--- config.mk ---
export PLATFORM = sky130hd
export DESIGN_NAME = serial_adder
export DESIGN_NICKNAME = d
export VERILOG_FILES = /design/src/rtl/serial_adder.sv
export SDC_FILE = /design/constraint.sdc
export NUM_CORES = 1
export LEC_CHECK = 0
export ABC_AREA = 1
export BUFFER_PORTS_ARGS = -buffer_cell sky130_fd_sc_hd__buf_2
export CAP_MARGIN = 20
export CORE_ASPECT_RATIO = 2
export CORE_MARGIN = 1
export CORE_UTILIZATION = 45
export CTS_BUF_LIST = sky130_fd_sc_hd__clkbuf_8
export DETAILED_ROUTE_END_ITERATION = 16
export GPL_TIMING_DRIVEN = 1
export PLACE_DENSITY = 0.74
export SLEW_MARGIN = 40
export SYNTH_ARGS = -nofsm -noshare
export SYNTH_HDL_FRONTEND = slang
export SYNTH_SLANG_ARGS = --single-unit
--- constraint.sdc ---
create_clock -name clk -period 1.2 [get_ports clk]
set_input_delay 0.24 -clock clk [delete_from_list [all_inputs] [get_ports clk]]
set_output_delay 0.24 -clock clk [all_outputs]
set_load 0.1 [all_outputs]
--- src/rtl/serial_adder.sv ---
// Bit-serial adder: one full-adder cell plus a carry flop, LSB first, one bit per clock.
// Operands are captured on an accepted start; sum/cout update only when the last bit completes.
module serial_adder #(
    parameter int WIDTH = 8
) (
    input  logic             clk,
    input  logic             rst,
    input  logic             start,
    input  logic [WIDTH-1:0] a,
    input  logic [WIDTH-1:0] b,
    input  logic             cin,
    output logic             busy,
    output logic             done,
    output logic [WIDTH-1:0] sum,
    output logic             cout,
    output logic             dbg_state
);

    localparam int CW = $clog2(WIDTH + 1);

    typedef enum logic {
        IDLE = 1'b0,
        RUN  = 1'b1
    } state_t;

    state_t           r_state;
    logic [WIDTH-1:0] r_a_sr;
    logic [WIDTH-1:0] r_b_sr;
    logic [WIDTH-1:0] r_sum_sr;
    logic [WIDTH-1:0] r_sum;
    logic             r_carry;
    logic             r_cout;
    logic             r_busy;
    logic             r_done;
    logic [CW-1:0]    r_count;

    logic             w_ha1_s;
    logic             w_ha1_c;
    logic             w_ha2_s;
    logic             w_ha2_c;
    logic             w_co;
    logic             w_last;
    logic [WIDTH-1:0] w_sum_next;

    // Full adder as two half adders; the second half adder folds in the carry flop.
    assign w_ha1_s    = r_a_sr[0] ^ r_b_sr[0];
    assign w_ha1_c    = r_a_sr[0] & r_b_sr[0];
    assign w_ha2_s    = w_ha1_s ^ r_carry;
    assign w_ha2_c    = w_ha1_s & r_carry;
    assign w_co       = w_ha1_c | w_ha2_c;
    assign w_sum_next = {w_ha2_s, r_sum_sr[WIDTH-1:1]};
    assign w_last     = (r_count == CW'(WIDTH - 1));

    always_ff @(posedge clk or posedge rst) begin
        if (rst) begin
            r_state  <= IDLE;
            r_a_sr   <= '0;
            r_b_sr   <= '0;
            r_sum_sr <= '0;
            r_sum    <= '0;
            r_carry  <= 1'b0;
            r_cout   <= 1'b0;
            r_busy   <= 1'b0;
            r_done   <= 1'b0;
            r_count  <= '0;
        end else begin
            r_done <= 1'b0;
            case (r_state)
                IDLE: begin
                    if (start) begin
                        r_a_sr   <= a;
                        r_b_sr   <= b;
                        r_carry  <= cin;
                        r_sum_sr <= '0;
                        r_count  <= '0;
                        r_busy   <= 1'b1;
                        r_state  <= RUN;
                    end
                end
                RUN: begin
                    r_a_sr   <= r_a_sr >> 1;
                    r_b_sr   <= r_b_sr >> 1;
                    r_sum_sr <= w_sum_next;
                    r_carry  <= w_co;
                    r_count  <= r_count + CW'(1);
                    // Last bit: publish the result directly from the next shift value.
                    if (w_last) begin
                        r_sum   <= w_sum_next;
                        r_cout  <= w_co;
                        r_done  <= 1'b1;
                        r_busy  <= 1'b0;
                        r_state <= IDLE;
                    end
                end
                default: r_state <= IDLE;
            endcase
        end
    end

    assign busy      = r_busy;
    assign done      = r_done;
    assign sum       = r_sum;
    assign cout      = r_cout;
    assign dbg_state = r_state;

endmodule

Word level (Yosys, flattened, before mapping)
Cells that the tools add are included.
Widths: inputs -> output; s select.
Cells by class
  $add $sub $neg: 1
  equal/unequal tests: 3
  mux-type cells: 18
  bitwise logic cells: 6
  reduce and logical (&&, ||, !) cells: 2
Operators by type and width (number)
  $pmux 8 s2: 3
  $mux 8: 3
  $pmux 4 s2: 1
  $mux 1: 7
  $pmux 1 s2: 3
  $add 4x1->4 const B: 1
  $eq 4x3->1 const B: 1
  $mux 4: 1
  $reduce_and 2->1: 2
  $and 1x1->1: 2
  $ne 2x1->1 const B: 1
  $ne 2x2->1 const B: 1
  $xor 1x1->1: 2
  $not 1->1: 1
  $or 1x1->1: 1
Word-level totals
  register bits: 41

Logic depth before layout (Yosys ltp)
Gate-level depths: netlist (run 1).
  word-level depth: 4
  mapped depth: 6
  depth with buffers taken out: 6

Worst setup path after synthesis (run 1)
Ideal clock, no wire load.
  path kind: reg2reg
  start point: register r_state (netlist: dbg_state)
  end point: register r_b_sr[0]
  data arrival time: 1.575 ns
  data required time: 1.076 ns
  setup slack: -0.499 ns
  cell stages (with the launch flop): 7
  path through: dfrtp_1 > inv_2 > nand2_4 > inv_6 > buf_12 > nand2_1 > nand3_1
On the way
  cells in the longest elaborated chain, start to end: 2
  elaborated cells between the ends (all ways): 3
  those cells by class: eq/ne (1); mux (1); bitwise (1)
RTL lines
  start, declared: line 26  | state_t r_state;
  start signal, assigned: line 56  | r_state <= IDLE;
  start signal, assigned: line 77  | r_state <= RUN;
  start signal, assigned: line 92  | r_state <= IDLE;
  $not 1->1
  $pmux 8 s2 / $ne 2x2->1 (equally long branches)
  end signal, assigned: line 82  | r_b_sr <= r_b_sr >> 1;
  end, declared: line 28  | logic [WIDTH-1:0] r_b_sr;
Several ways; a longest one is shown, not always the timed one.
A chain may end at the register's enable or synchronous reset.

Worst setup path in the final report (run 1)
  start point: register r_state (netlist: dbg_state)
  end point: output port dbg_state
RTL lines
  end, declared: line 16  | output logic dbg_state
No word-level cell between the ends.

==> impl_metrics.toml, run 1 <==
[power]
ir_drop_mv = 1.75
p_total_mw = 6.87
leakage_nw = 1.23
power_density_nw_per_um2 = 2930

[synth]
syn_avg_cell_area_um2 = 9.05
ys_top_cells_by_count = "nand2_1, dfrtp_1, nand3_1, inv_1"
synth_seq_area_share_pct = 58.2
syn_nets = 212
synthArstFlopShare_pct = 100
synth_edf_count = 0
yosysWarnings = 0
synth_seq_cells = 40
synth_cell_types = 21
synthesis.area_um2 = 1720
yosys-top-cells-area = "dfrtp_1, nand2_1, nand3_1, inv_1, buf_6"
synth_cells = 190
yosys.area.top_type = "dfrtp_1"
netlist.area_leader.share_pct = 58.2
ys.flop_type = "dfrtp_1"
yosysMostFrequentCell = "nand2_1"

[outcome]
outcome = "finished with violations"
violations = "negative setup slack"

[drt]
drt_first_pass_iters = 4
drtAntennaViolNets = 0
first_iter_violations = 21
drc = 0
wl_per_cell_um = 11.6
wl_um = 3340
via_per_inst = 4.83
num_vias = 1385

[clock_network]
clock_latency_ps = 290
cts_buffers = 5
cts.sinks = 40
root_buffer = "clkbuf_8"
cts_tree = "built"
cts_buffer_depth = 2
path_clk_slew_ps = 80
cts_htree_levels = 2

[layout]
nFillCells = 320
finish.utilization_pct = 64.3
final_area_um2 = 2340
multi_input_area_um2 = 627
register_area_um2 = 1000
drive_gt1_share_pct = 28.2
insertedDiodeCount = 0
layout.cells.non_filler = 287
syn_to_final_growth_pct = 36.2
nNetsFinal = 259

[critical_path]
critPathKind = "register to primary output"
crit_chain = "buf_6, buf_12"
end_kind = "primary output"
arrival_ps = 1070
r2r_start = "dbg_state"
slowest_stage = "dfrtp_4"
critPathLaunchType = "register"
crit_required_ps = 960
r2r_setup_slack_ps = -70
critPathMaxStageDelay_ps = 490
critPathMaxFanout = 2
reg2reg_to = "r_a_sr[0]"
rr_worst_depth = 5

[timing]
fin_setup_tns_ps = -475
period_minus_slack_ps = 1310
setup_violations = 9
rsz0062_at_grt = "yes"
worstMarginPinSlew_ps = 257
skew_ps = 8.95
drv_slew = 0
finalCritPeriodShare_pct = 109
fmax_ghz = 0.765
holdWs_ps = 140
finalWorstSetupSlack_ps = -107
hold_viol_final = 0
max-slew-margin-rel_pct = 82.9

[grt]
grt_max_degree = 41
grtUsageTotal_pct = 19.0
grt_remaining_overflow = 0
grt_pass1_vias = 1360
antenna_found_initial = 0
grt_pass1_wl_um = 5550

[floorplanning]
die_w_um = 45.7
io_pins = 32
rows = 31
fp.coreArea_um2 = 3650
dieArea_um2 = 4090
initial_core_util_pct = 47.2
die_h_um = 89.4

[flow_run]
drv_cap = 0

[place]
dp_hpwl_um = 2300
placed_area_um2 = 2150
place_congestion = 0.769
dp_slack_ps = -36.7
place_inst = 273
io_buffers = 31

[min_path]
hold_end = "r_b_sr[7]"
hold_path.class = "input pin to register"
hold_depth = 3
hold_start = "b[7]"
[worst max-delay path by stage]
| stage | endpoint | cells after the start | startpoint | slack [ps] |
|---|---|---|---|---|
| after floorplan | r_b_sr[0] | 6 | dbg_state | -40 |
| after global placement | dbg_state | 3 | dbg_state | 30 |
| after detailed placement | sum[3] | 4 | dbg_state | -40 |
| after CTS | dbg_state | 2 | dbg_state | -120 |
| after global routing | dbg_state | 2 | dbg_state | -130 |
| final | dbg_state | 2 | dbg_state | -110 |
[registers in the layout (all words and copies together), names as in the netlist]
name       flops
busy           1
cout           1
dbg_state      1
done           1
r_a_sr         8
r_b_sr         8
r_carry        1
r_count        4
r_sum_sr       7
sum            8
[power by group]
part	switching, mW	total, mW	internal [mW]	leakage, nW
logic	2.23	3.54	1.31	0.657
clock network	0.474	1.09	0.615	0.0541
registers	0.368	2.25	1.88	0.521
[layer usage]
layer	track usage, %	part of all wire, %	up-vias
met5	0	0	-
met4	12.8	3.6	0
met3	2.83	2.4	10
met2	33.9	55	31
met1	19.2	39	660
li1	-	-	684
[final cells by class]
| type | instances | area share [%] |
|---|---|---|
| multi-input combinational | 131 | 26.7 |
| timing repair buffer | 44 | 19.8 |
| inverter | 15 | 3.20 |
| sequential | 40 | 42.9 |
| clock buffer | 5 | 2.94 |
| tap | 49 | 2.62 |
| clock inverter | 3 | 1.82 |
[what timing repair did]
action                                  4_1_cts  5_1_grt
pin swaps                                     0        1
resized for setup                             3        5
endpoints found under the hold margin        40        0
cloned                                        0        2
endpoints found under the setup margin       12       32
buffers inserted                              3        0
hold buffers                                  1        0
[logic make-up after synthesis]
family                     synth area share, %
DFF                                       58.2
and+or+nand+nor                           29.2
AOI/OAI and AO/OA                         3.27
buffers and inverters                     7.42
adders and majority gates                 1.89
[worst max-delay path: cells and delay by family, from the launching register on]
| family | cells | cell delay [ps] |
|---|---|---|
| buffers and inverters | 2 | 280 |
| flip-flops | 1 | 490 |
[layout by cell type (no fill, tap or decap), types with 3 or more instances in the layout]
cell,synthesis,layout
inv_1,13,11
buf_4,1,9
o21ai_0,3,3
buf_12,1,14
clkbuf_8,0,5
nand2_4,1,3
nand3_1,14,14
buf_2,1,19
nand2_1,90,89
o22ai_1,5,5
dfrtp_1,40,39
nor2_1,5,5
Power figures use the tool's default switching activity.
==> run 2: changes to the inputs <==
--- a/config.mk
+++ b/config.mk
@@ -5,7 +5,6 @@
 export SDC_FILE = /design/constraint.sdc
 export NUM_CORES = 1
 export LEC_CHECK = 0
-export ABC_AREA = 1
 export BUFFER_PORTS_ARGS = -buffer_cell sky130_fd_sc_hd__buf_2
 export CAP_MARGIN = 20
 export CORE_ASPECT_RATIO = 2
==> run 2 against run 1 <==
The flow still finishes with violations (negative setup slack). Sequential power grew 8%. Combinational power up 19%. Non-clock buffer count rose by 6. Clock power grew 9%. Clock-buffer cell count is 2 higher. First-iteration DRC count rose by 67%.
==> impl_metrics.toml, run 2 <==
[synth]
synth_seq_cells = 40
synthArstFlopShare_pct = 100
ys.flop_type = "dfrtp_1"
ys_top_cells_by_count = "dfrtp_1, nand2_1, o21ai_0, mux2i_1, mux2_4"
yosys.area.top_type = "dfrtp_1"
yosys-top-cells-area = "dfrtp_1, mux2i_1, mux2_4, o21ai_0, nand2_1"
yosysWarnings = 0
synth_cells = 146
syn_nets = 168
synth_seq_area_share_pct = 57.2
synthesis.area_um2 = 1750
yosysMostFrequentCell = "dfrtp_1"
synth_cell_types = 21
netlist.area_leader.share_pct = 57.2
synth_edf_count = 0
syn_avg_cell_area_um2 = 12.0

[critical_path]
arrival_ps = 1090
critPathMaxFanout = 3
crit_family = "flip-flops"
end_kind = "primary output"
critPathLaunchType = "register"
crit_required_ps = 960
crit_chain = "buf_12, buf_12"
critPathKind = "register to primary output"
critical_path_buf_inv_count = 2
critPathMaxStageDelay_ps = 510
crit_top_cell = "buf_12"
slowest_stage = "dfrtp_4"

[power]
power_density_nw_per_um2 = 3100
leakage_nw = 1.26
ir_drop_mv = 1.78

[floorplanning]
io_pins = 32
rows = 31
initial_core_util_pct = 47.5
fp.coreArea_um2 = 3680
dieArea_um2 = 4160
die_h_um = 90.2
die_w_um = 46.1

[timing]
finalCritPeriodShare_pct = 111
setup_violations = 16
hold_viol_final = 0
skew_ps = 5.19
worstMarginPinSlew_ps = 274
max-slew-margin-rel_pct = 81.7
finalWorstSetupSlack_ps = -131
fmax_ghz = 0.751
rsz0062_at_grt = "yes"
drv_slew = 0
period_minus_slack_ps = 1330

[layout]
layout.cells.non_filler = 244
insertedDiodeCount = 0
syn_to_final_growth_pct = 44.1
nFillCells = 290
layout_commonest_cell = "dfrtp_1"
final_area_um2 = 2520
layout_common_cells = "dfrtp_1, nand2_1, buf_2, mux2i_1, o21ai_1"
nNetsFinal = 216
drive_gt1_share_pct = 43.1

[clock_network]
clock_latency_ps = 290
cts_htree_levels = 2
cts.sinks = 40
cts_buffers = 5
path_clk_slew_ps = 70
root_buffer = "clkbuf_8"
cts_tree = "built"
cts_buffer_depth = 2

[grt]
grt_pass1_vias = 1404
grt_remaining_overflow = 0
antenna_found_initial = 0
grtUsageTotal_pct = 24.1
grt_max_degree = 22
grt_pass1_wl_um = 7020

[drt]
drt_first_pass_iters = 4
wl_um = 4200
drc = 0
via_per_inst = 5.10
wl_per_cell_um = 17.2
num_vias = 1244
drtAntennaViolNets = 0
first_iter_violations = 35

[place]
place_congestion = 0.761
io_buffers = 31
dp_slack_ps = -146
placed_area_um2 = 2190
dp_hpwl_um = 2650
place_inst = 229

[outcome]
violations = "negative setup slack"
outcome = "finished with violations"

[min_path]
hold_path.class = "input pin to register"

[flow_run]
drv_cap = 0
## run 2: cell types whose count changed after synthesis, sizes merged, moves of 10 or more
cell,before,now
nand3,16,1
mux2i,0,17
nand2,94,24
o21ai,3,24
inv,15,2
mux2,0,10
## run 2: kinds of logic after synthesis
| family | share of synthesized area, % |
|---|---|
| flops | 57.2 |
| simple gates | 10.9 |
| mux | 17.9 |
| compound gates | 7.87 |
| buf+inv | 4.29 |
| fa+ha+maj | 1.86 |
## run 2: path summary, 6_finish.rpt
path	from	to	slack, ps	depth (start not counted)
min reg2reg	r_a_sr[2]	r_a_sr[1]	480	2
max reg2reg	r_carry	sum[7]	-100	2
min	b[7]	r_b_sr[7]	220	3
max	dbg_state	dbg_state	-130	2
min in group asynchronous	rst	sum[3]	540	4
max in group asynchronous	rst	dbg_state	430	4
## run 2: per-layer routing
metal	vias up	wire (µm)	track usage, %
met5	-	0	0
met4	0	123	10.0
met3	9	146	6.43
met2	34	2470	40.8
met1	611	1470	26.5
li1	590	-	-
## run 2: report_power, final
part	internal (mW)	leakage [nW]	switching (mW)	total, mW
sequential	1.89	0.523	0.527	2.42
combinational	1.89	0.667	2.32	4.21
clock	0.734	0.0645	0.459	1.19
total	4.51	1.26	3.31	7.82
## run 2: per-stage QoR
stage	setup TNS, ps	hold WS (ps)	power [mW]	utilization (%)
6_report	-887	221	7.82	68.4
5_1_grt	-1620	240	8.17	68.4
4_1_cts	-690	226	7.65	67.6
3_5_place_dp	-1470	298	5.89	59.5
3_3_place_gp	-700	294	5.74	59.5
2_1_floorplan	-5090	396	4.61	-
## run 2: area by class of cell
type	instances	area (µm²)	share of cell area [%]
Clock buffer	7	96.3	3.82
Clock inverter	1	30.0	1.19
Inverter	2	10.0	0.397
Multi-Input combinational cell	95	769	30.5
Sequential cell	40	1000	39.9
Tap cell	49	61.3	2.43
Timing Repair Buffer	50	549	21.8
## run 2: worst register-to-register path: stages (launching register included)
cell,delay (ps)
dfrtp_1,410
fa_2,490
mux2_4,290
## run 2: timing repair
action	4_1_cts	5_1_grt
resized for setup	23	23
gates cloned	3	0
hold buffers	1	0
hold endpoints to repair	19	0
setup buffers	4	0
pin swaps	5	4
setup endpoints to repair	15	33
==> run 3: changes to the inputs <==
--- a/config.mk
+++ b/config.mk
@@ -11,9 +11,10 @@
 export CORE_MARGIN = 1
 export CORE_UTILIZATION = 45
 export CTS_BUF_LIST = sky130_fd_sc_hd__clkbuf_8
+export CTS_CLUSTER_DIAMETER = 120
 export DETAILED_ROUTE_END_ITERATION = 16
 export GPL_TIMING_DRIVEN = 1
-export PLACE_DENSITY = 0.74
+export PLACE_DENSITY = 0.7
 export SLEW_MARGIN = 40
 export SYNTH_ARGS = -nofsm -noshare
 export SYNTH_HDL_FRONTEND = slang
==> run 3 against run 2 <==
The run still ends with negative setup slack left. Hold slack lost 24 ps. Combinational power grew 2%. First-iteration DRC count is 74% lower. Largest cell class unchanged. Highest routed layer unchanged.
==> impl_metrics.toml, run 3 (synthesized netlist as in run 2, its figures left out) <==
[power]
power_density_nw_per_um2 = 2950
p_sw_share_pct = 43.3
intPower_mw = 4.30
leakage_nw = 1.30
clkPwrFrac_pct = 10.9
ir_drop_mv = 1.62
pwr-share-seq_pct = 32.2
switching_power_mw = 3.28
pwr-share-comb_pct = 56.9

[timing]
period_minus_slack_ps = 1320
drv_slew = 0
hold_viol_final = 0
fmax_ghz = 0.758
finalWorstSetupSlack_ps = -120
skew_ps = 9.37
setup_violations = 18
max-slew-margin-rel_pct = 79.8
finalCritPeriodShare_pct = 110
worstMarginPinSlew_ps = 302
rsz0062_at_grt = "yes"

[grt]
grt_remaining_overflow = 0
grtUsageTotal_pct = 19.3
grt_pass1_wl_um = 5790
antenna_found_initial = 0
grt_pass1_vias = 1326
grt_max_degree = 41

[min_path]
hold_depth = 3
hold_start = "a[7]"
hold_path.class = "input pin to register"
hold_end = "r_a_sr[7]"

[flow_run]
drv_cap = 0

[floorplanning]
initial_core_util_pct = 47.5
io_pins = 32
die_h_um = 90.2
die_w_um = 46.1
fp.coreArea_um2 = 3680
rows = 31
dieArea_um2 = 4160

[drt]
via_per_inst = 5.16
drc = 0
met1_length_um = 1370
routed.top_layer = "met4"
drtAntennaViolNets = 0
first_iter_violations = 9
num_vias = 1259
wl_met3_um = 131
dr_wl_met2_um = 2090
wl_per_cell_um = 15.5
wl_um = 3790
drt_first_pass_iters = 4

[clock_network]
clock_latency_ps = 300
cts_buffer_depth = 2
root_buffer = "clkbuf_8"
cts_tree = "built"
cts_buffers = 5
cts.sinks = 40
cts_htree_levels = 2
path_clk_slew_ps = 80

[layout]
layout_common_cells = "dfrtp_1, nand2_1, buf_2, buf_12, mux2i_1"
nNetsFinal = 216
finish.utilization_pct = 69.6
drive_gt1_share_pct = 44.6
syn_to_final_growth_pct = 46.6
layout_commonest_cell = "dfrtp_1"
nFillCells = 276
register_area_um2 = 1000
multi_input_area_um2 = 808
insertedDiodeCount = 0

[critical_path]
end_kind = "primary output"
r2r_start = "dbg_state"
reg2reg_to = "r_sum_sr[7]"
critPathKind = "register to primary output"
crit_required_ps = 960
r2r_setup_slack_ps = -100
arrival_ps = 1080
critPathLaunchType = "register"
rr_worst_depth = 4
critPathMaxFanout = 2

[outcome]
violations = "negative setup slack"
outcome = "finished with violations"

[place]
dp_slack_ps = -120
io_buffers = 31
dp_hpwl_um = 2360
place_congestion = 0.802
==> run 3: how the worst max path moves through the flow <==
| stage | from | slack [ps] | cells after the start | endpoint |
|---|---|---|---|---|
| 6_report | dbg_state | -120 | 2 | dbg_state |
| 4_1_cts | dbg_state | -120 | 2 | dbg_state |
| 5_1_grt | dbg_state | -150 | 2 | dbg_state |
| 3_3_place_gp | r_count[0] | -80 | 3 | sum[6] |
| 3_5_place_dp | r_count[1] | -120 | 3 | cout |
| 2_1_floorplan | dbg_state | -250 | 4 | cout |
==> run 3: worst max-delay path, stage by stage, from the launching register on <==
cell and delay (ps):
dfrtp_4 490, buf_12 130, buf_12 150
==> run 3: power by group through the flow <==
| stage | Combinational, mW | Clock (mW) | Sequential [mW] |
|---|---|---|---|
| after CTS | 3.82 | 0.855 | 2.39 |
| final | 4.31 | 0.829 | 2.44 |
| after floorplan | 1.15 | 0 | 3.46 |
| after global placement | 3.47 | 0 | 2.34 |
| after detailed placement | 3.54 | 0 | 2.38 |
| after global routing | 4.55 | 0.907 | 2.50 |
==> run 3: area by class of cell <==
class	instances	share of cell area, %
clock buffer	5	2.68
sequential	40	39.2
inverter	2	0.293
clock inverter	3	0.488
multi-input combinational	95	31.5
tap	49	2.39
timing repair buffer	50	23.5
==> run 3: routing by layer <==
metal	track usage, %	vias to the layer above
li1	-	590
met1	20.6	616
met2	31.5	37
met3	4.42	16
met4	13.0	0
met5	0	-
==> run 3: repair_timing <==
item,CTS,global route
hold endpoints to repair,22,0
hold buffers,1,0
resized for setup,16,35
gates cloned,1,3
pin swaps,2,4
buffers inserted,3,2
endpoints found under the setup margin,15,35
==> run 3: per-stage QoR <==
stage	std cells	area, µm²	power (mW)	hold slack, ps	TNS (ps)
6_report	244	2560	7.57	198	-779
5_1_grt	244	2560	7.95	228	-1480
4_1_cts	239	2390	7.06	205	-693
3_5_place_dp	226	2210	5.92	308	-1180
3_3_place_gp	226	2210	5.81	304	-703
2_1_floorplan	146	1770	4.61	396	-5090
